<file path="config.mk">
export PLATFORM = sky130hd
export DESIGN_NAME = bitserial_alu_ctrl
export DESIGN_NICKNAME = d
export VERILOG_FILES = /design/src/rtl/bitserial_alu_ctrl.sv
export SDC_FILE = /design/constraint.sdc
export NUM_CORES = 1
export LEC_CHECK = 0
export ABC_CLOCK_PERIOD_IN_PS = 1200
export CAP_MARGIN = 20
export CORE_ASPECT_RATIO = 0.5
export CORE_MARGIN = 3
export CORE_UTILIZATION = 35
export CTS_BUF_LIST = sky130_fd_sc_hd__clkbuf_8
export CTS_CLUSTER_DIAMETER = 50
export DETAILED_ROUTE_END_ITERATION = 7
export SYNTH_ARGS = -nofsm -noshare
export SYNTH_HDL_FRONTEND = slang
export SYNTH_SLANG_ARGS = --single-unit
</file>
<file path="constraint.sdc">
create_clock -name clk -period 1.2 [get_ports clk]
set_input_delay 0.18 -clock clk [delete_from_list [all_inputs] [get_ports clk]]
set_output_delay 0.18 -clock clk [all_outputs]
set_load 0.01 [all_outputs]
</file>
<file path="src/rtl/bitserial_alu_ctrl.sv">
// bitserial_alu_ctrl
// Sequencer that runs one external 1-bit slice over a WIDTH-bit operand pair,
// LSB first, one bit per clock. The slice's cout is fed back as the next
// cycle's cin, and the slice's q bits are assembled into the result word.
//
// Optional feature: define BITSERIAL_ABORT_EN to add an `abort` input that
// cancels an operation in flight (no done pulse, result and carry_out cleared).
module bitserial_alu_ctrl #(
  parameter int WIDTH = 8
) (
  input  logic             clk,
  input  logic             rst,
  input  logic             start,
`ifdef BITSERIAL_ABORT_EN
  input  logic             abort,
`endif
  input  logic [1:0]       op,
  input  logic [WIDTH-1:0] a_in,
  input  logic [WIDTH-1:0] b_in,
  input  logic             cin_init,
  output logic             busy,
  output logic             done,
  output logic [WIDTH-1:0] result,
  output logic             carry_out,
  output logic             slice_a,
  output logic             slice_b,
  output logic             slice_cin,
  output logic             slice_op1,
  output logic             slice_op0,
  input  logic             slice_q,
  input  logic             slice_cout
);

  // Bit counter only needs to reach WIDTH-1.
  localparam int CNT_W = (WIDTH > 2) ? $clog2(WIDTH) : 1;
  localparam logic [CNT_W-1:0] LAST_BIT = CNT_W'(WIDTH - 1);

  typedef enum logic [1:0] {
    IDLE = 2'b00,
    RUN  = 2'b01,
    DONE = 2'b10
  } state_t;

  state_t           state;
  state_t           state_next;

  logic [1:0]       op_reg;
  logic [WIDTH-1:0] a_sh;
  logic [WIDTH-1:0] b_sh;
  logic [WIDTH-1:0] result_sh;
  logic             carry_reg;
  logic             carry_out_reg;
  logic [CNT_W-1:0] cnt;

  logic             accept;
  logic             last_bit;
  logic             abort_hit;

`ifdef BITSERIAL_ABORT_EN
  // Abort only has meaning while an operation is in flight.
  assign abort_hit = abort && (state == RUN);
`else
  assign abort_hit = 1'b0;
`endif

  assign last_bit = (cnt == LAST_BIT);

  // State register.
  always_ff @(posedge clk) begin
    // NOTE: sequential state uses non-blocking assignments so every register
    // samples the pre-edge values of the others, independent of block order.
    if (rst) begin
      state <= IDLE;
    end else begin
      state <= state_next;
    end
  end

  // Next-state decode, handshake outputs and slice drive.
  always_comb begin
    // NOTE: every output of this block gets a default first, so no path
    // through the case can leave a signal unassigned and infer a latch.
    state_next = state;
    accept     = 1'b0;
    busy       = 1'b0;
    done       = 1'b0;
    slice_a    = 1'b0;
    slice_b    = 1'b0;
    slice_cin  = 1'b0;
    slice_op1  = 1'b0;
    slice_op0  = 1'b0;

    case (state)
      IDLE: begin
        if (start) begin
          accept     = 1'b1;
          state_next = RUN;
        end
      end

      RUN: begin
        busy      = 1'b1;
        slice_a   = a_sh[0];
        slice_b   = b_sh[0];
        slice_cin = carry_reg;
        slice_op1 = op_reg[1];
        slice_op0 = op_reg[0];
        // Abort wins over completion on the final bit.
        if (abort_hit) begin
          state_next = IDLE;
        end else if (last_bit) begin
          state_next = DONE;
        end
      end

      DONE: begin
        done = 1'b1;
        // Back-to-back: operands presented in the DONE cycle are accepted.
        if (start) begin
          accept     = 1'b1;
          state_next = RUN;
        end else begin
          state_next = IDLE;
        end
      end

      default: begin
        state_next = IDLE;
      end
    endcase
  end

  // Operand latching, bit-serial shifting, carry feedback and result assembly.
  always_ff @(posedge clk) begin
    if (rst) begin
      // NOTE: the datapath is only a few flops, so it is fully reset; this
      // keeps result/carry_out defined (zero) immediately after reset.
      op_reg        <= 2'b00;
      a_sh          <= '0;
      b_sh          <= '0;
      result_sh     <= '0;
      carry_reg     <= 1'b0;
      carry_out_reg <= 1'b0;
      cnt           <= '0;
    end else if (accept) begin
      // Result and carry_out keep their old values until RUN overwrites them.
      op_reg    <= op;
      a_sh      <= a_in;
      b_sh      <= b_in;
      carry_reg <= cin_init;
      cnt       <= '0;
    end else if (state == RUN) begin
      if (abort_hit) begin
        result_sh     <= '0;
        carry_out_reg <= 1'b0;
        carry_reg     <= 1'b0;
        cnt           <= '0;
      end else begin
        result_sh <= {slice_q, result_sh[WIDTH-1:1]};
        a_sh      <= {1'b0, a_sh[WIDTH-1:1]};
        b_sh      <= {1'b0, b_sh[WIDTH-1:1]};
        carry_reg <= slice_cout;
        if (last_bit) begin
          // Counter parks at WIDTH-1; the next accept clears it.
          carry_out_reg <= slice_cout;
        end else begin
          cnt <= cnt + CNT_W'(1);
        end
      end
    end
  end

  assign result    = result_sh;
  assign carry_out = carry_out_reg;

endmodule

</file>
### Yosys cells after proc, flatten, opt, wreduce, memory -nomap -nowiden

Index checks and enable logic that the tools add are counted.

| word-level totals | value |
|---|---|
| register bits | 33 |
| input port bits | 24 |
| output and inout bits | 16 |
| logic and storage cells | 43 |

| cells by class | value |
|---|---|
| add/subtract/negate cells | 1 |
| equality and inequality tests | 5 |
| multiplexer cells | 19 |
| bitwise logic cells | 2 |
| reductions and logical operators | 8 |

Operators with widths:

| kind | count |
|---|---|
| $mux W8 | 4 |
| $mux W1 | 12 |
| $pmux W2 S3 | 1 |
| $reduce_and A2 Y1 | 3 |
| $mux W2 | 2 |
| $ne A2 B2 Y1 const B | 2 |
| $reduce_or A2 Y1 | 2 |
| $add A3 B1 Y3 const B | 1 |
| $eq A3 B3 Y1 const B | 1 |
| $reduce_and A3 Y1 | 1 |
| $eq A2 B1 Y1 const B | 1 |
| $eq A2 B2 Y1 const B | 1 |
| $logic_not A2 Y1 | 1 |
| $not A1 Y1 | 2 |
| $reduce_bool A2 Y1 | 1 |

### Logic depth before layout (Yosys ltp)

Gate-level depths: netlist (run 1).

| logic depth | value |
|---|---|
| depth after elaboration | 5 |
| gate-level depth with buffers | 6 |
| depth with buffers taken out | 5 |

### Worst setup path after synthesis (run 1)

OpenSTA, ideal clock, no wires.

| path | value |
|---|---|
| kind | flip-flop to flip-flop |
| start | register cnt[0] |
| end | register cnt[1] |
| library setup time | 0.132 ns |
| arrival time | 1.225 ns |
| slack | -0.157 ns |
| cell stages (with the launch flop) | 6 |
| buffers on the path | 0 |
| clock period less this slack | 1.357 ns |
| path through | dfxtp_1 > ha_1 > ha_1 > nor3b_4 > mux2i_1 > nor3_1 |

| on the way | value |
|---|---|
| cells in the longest elaborated chain, start to end | 3 |
| elaborated cells on any way between the ends | 4 |

Ends and longest elaborated chain:

| item | RTL line | source |
|---|---|---|
| from (decl) | 53 | `logic [CNT_W-1:0] cnt;` |
| from (signal assigned) | 167 | `cnt <= cnt + CNT_W'(1);` |
| parallel branches: the longest is 3 deep, another holds $add A3 B1 Y3 | -- |  |

Parallel ways; which one is timed is not known.
A chain may end at the register's enable or synchronous reset.

### Final worst setup path (run 1)

Same ends and word-level chain as after synthesis.

==> impl_metrics.toml, run 1 <==
[status]
outcome = "complete, but fails checks"
violations = "setup timing"

[timing]
worst_pin_slew_ns = 0.288
hold_viol_final = 0
period_needed_ns = 1.33
rsz0062_at_grt = "yes"
max_freq_mhz = 754
setup_violations = 20
timing.final.ws_setup_ns = -0.126
slew_viol_final = 0
maxSlewHeadroom_pct = 80.8
fin_skew_ns = 0.00407
fin_crit_sh_pct = 111

[power]
clock_power_share_pct = 30.1
p_seq_share_pct = 46.3
p_int_w = 0.00192
finalPower_w = 0.00261
power.leakage_nw = 0.943
p_sw_share_pct = 26.7
power_density_nw_per_um2 = 1120
p_comb_share_pct = 23.6
switchingPower_w = 0.000697
ir_worst_vdd_uv = 678

[synthesis]
syn_avg_cell_area_um2 = 8.92
synth_top_area_share_pct = 47.8
ys_warn_count = 0
ys_seq_area_share_pct = 47.8
synth.distinct_cells = 25
synthTopCellsByArea = "dfxtp_1 48%, nor3_1 8.7%, nand2_1 6.8%"
ys_ff_latch = 33
yosys.area.top_type = "dfxtp_1"
synth_area_um2 = 1380
syn-instance-count = 155
syn-num-nets = 181

[clocking]
clkSlewWorstSetupHoldPaths_ns = 0.07
clkLatencyLatePin_ns = 0.28
cts.root.buffer_cell = "clkbuf_8"
cts_max_path_buffers = 2
cts_tree = "done"
clock_sinks = 33
htreeDepth = 2
numCtsBuffers = 5
cts-hold-fix-buffers = 0

[layout]
num-fill-cells = 289
utilization_pct = 64.7
area_growth_syn_to_layout_pct = 68.6
antennaDiodeCount = 0
drive_gt1_share_pct = 35.8
seq_area_um2 = 666
nets = 243
multiInputGateArea_um2 = 742

[critical_path]
crit_top_cell = "ha_4"
worstPathMaxFanout = 4
reg2reg_from = "cnt[0]"
crit_arrival_ns = 1.49
r2r_cells = 5
end_kind = "flip-flop"
cp_cell_sequence = "ha_4 -> ha_4 -> nor3b_4 -> mux2i_1 -> nor3_1"
timing.rr.end = "cnt[1]"
path_class = "reg -> reg"
critPathMaxStageDelay_ns = 0.34
start_kind = "flip-flop"
rrSetupSlack_ns = -0.13
cp_slowest_cell = "dfxtp_2"
crit_required_ns = 1.37

[grt]
antenna_found_initial = 0
grt_pass1_vias = 1230
grt_util_all_layers_pct = 15.3
grt_first_pass_wirelength_um = 5640
grt_max_degree = 34
grt_overflow = 0

[worst_hold_path]
worstHoldPathType = "in -> reg"
hold_depth = 3
min_to = "op_reg[0]"
hp-start = "op[0]"

[detailed_routing]
totalWireLength_um = 3610
drt.antenna.violating_nets = 0
wl_per_cell_um = 13.4
drc_errors = 0
vias = 1329
drt_pre_antenna_iters = 4
drt_iter0_markers = 43
vias_per_cell = 4.94

[place]
portBuffers = 39
gp_congestion = 0.761
dp_hpwl_um = 2130

[die]
num_rows = 15
start_util_pct = 38.4
io_pins = 40
coreArea_um2 = 3600
dieArea_um2 = 4790
die_w_um = 94.9
die_h_um = 50.4

[flow_run]
max-cap-violations = 0
metrics by stage:
| stage | TNS [ns] | cell area (um^2) | std cells | worst slack [ns] | hold slack (ns) |
|---|---|---|---|---|---|
| after floorplan | -0.201 | 1410 | 155 | -0.0905 | 0.316 |
| after global placement | -3.82 | 1920 | 248 | -0.289 | 0.443 |
| after detailed placement | -4.58 | 1920 | 248 | -0.301 | 0.448 |
| after CTS | -0.814 | 2170 | 266 | -0.121 | 0.444 |
| after global routing | -2.53 | 2330 | 269 | -0.209 | 0.456 |
| final | -1.22 | 2330 | 269 | -0.126 | 0.448 |
worst max-delay path by stage:
stage | startpoint | end | cells past startpoint
6_report | cnt[0] | cnt[1] | 5
5_1_grt | cnt[1] | cnt[2] | 5
2_1_floorplan | cnt[0] | cnt[2] | 5
3_3_place_gp | state[1] | slice_a | 4
4_1_cts | cnt[0] | cnt[1] | 5
3_5_place_dp | state[1] | slice_a | 4
power by group through the flow:
stage          Clock (W)  Sequential (W)  Combinational, W
2_1_floorplan          0         0.00122          0.000256
3_3_place_gp           0         0.00122          0.000428
3_5_place_dp           0         0.00122          0.000431
4_1_cts         0.000807         0.00120          0.000524
5_1_grt         0.000852         0.00122          0.000667
6_report        0.000788         0.00121          0.000616
synthesized netlist by cell type, drive strengths merged:
cell	number
a21oi	15
a22oi	3
a311oi	2
and2	5
buf	10
clkbuf	4
dfxtp	33
ha	2
inv	1
mux2i	3
nand2	26
nand2b	2
nand3	5
nand3b	1
nor2	5
nor2b	2
nor3	24
nor3b	1
o22ai	10
xnor2	1
final cells by class:
class	instances	area share, %
clock inverter	3	0.590
timing repair inverter	1	0.268
sequential	33	28.6
timing repair buffer	68	32.6
clock buffer	5	2.95
multi-input combinational	107	31.8
tap	51	2.74
inverter	1	0.483
kinds of logic (layout without fill, tap and decap cells):
kind of cell,count (synthesis),after routing,share of synthesized area (%)
xor+xnor,1,1,0.634
buf+inv,15,78,8.14
fa+ha+maj,2,2,1.81
simple gates,71,71,25.1
flops,33,33,47.8
compound gates,30,30,14.4
mux,3,3,2.17
layout by cell type, fill, tap and decap left out, types with 4 or more instances in the layout:
master            n
buf_4            11
buf_12            5
buf_6            14
nor2_1            4
o22ai_1           9
nand2_2           5
dfxtp_1          29
and2_4            5
clkbuf_8          5
a21oi_1          15
nor3_1           17
clkdlybuf4s50_1  23
nand2_1          21
dlygate4sd2_1     9
nand3_1           5
dfxtp_2           4
nor3_2            4
critical path, delay by kind of cell (launching register included):
| family | cells | cell delay [ns] |
|---|---|---|
| AND/OR/NAND/NOR | 2 | 0.34 |
| multiplexers | 1 | 0.22 |
| adder cells (fa/ha/maj) | 2 | 0.32 |
| flip-flops | 1 | 0.34 |
metal layers:
| layer | share of wire (%) | up-vias | track usage, % |
|---|---|---|---|
| li1 | - | 669 | - |
| met1 | 47 | 611 | 20.9 |
| met2 | 46 | 47 | 22.8 |
| met3 | 6.8 | 2 | 4.94 |
| met4 | 0.67 | 0 | 5.02 |
| met5 | 0 | - | 0 |
repair_timing:
action | CTS | global route
gates cloned | 1 | 3
gates resized for setup | 68 | 18
pin swaps | 16 | 9
setup endpoints to repair | 35 | 31
hold endpoints to repair | 0 | 0
buffers inserted | 9 | 1
Power figures use the tool's default switching activity.
==> run 2: changes to the inputs <==
--- a/config.mk
+++ b/config.mk
@@ -12,6 +12,7 @@
 export CORE_UTILIZATION = 35
 export CTS_BUF_LIST = sky130_fd_sc_hd__clkbuf_8
 export CTS_CLUSTER_DIAMETER = 50
+export CTS_CLUSTER_SIZE = 25
 export DETAILED_ROUTE_END_ITERATION = 7
 export SYNTH_ARGS = -nofsm -noshare
 export SYNTH_HDL_FRONTEND = slang
==> results of run 2 <==
Final layout, timing and power as in run 1 (identical DEF).
==> run 3: changes to the inputs <==
--- a/config.mk
+++ b/config.mk
@@ -14,6 +14,7 @@
 export CTS_CLUSTER_DIAMETER = 50
 export CTS_CLUSTER_SIZE = 25
 export DETAILED_ROUTE_END_ITERATION = 7
+export SLEW_MARGIN = 20
 export SYNTH_ARGS = -nofsm -noshare
 export SYNTH_HDL_FRONTEND = slang
 export SYNTH_SLANG_ARGS = --single-unit
==> results of run 3 <==
Final layout, timing and power as in run 1 (identical DEF).
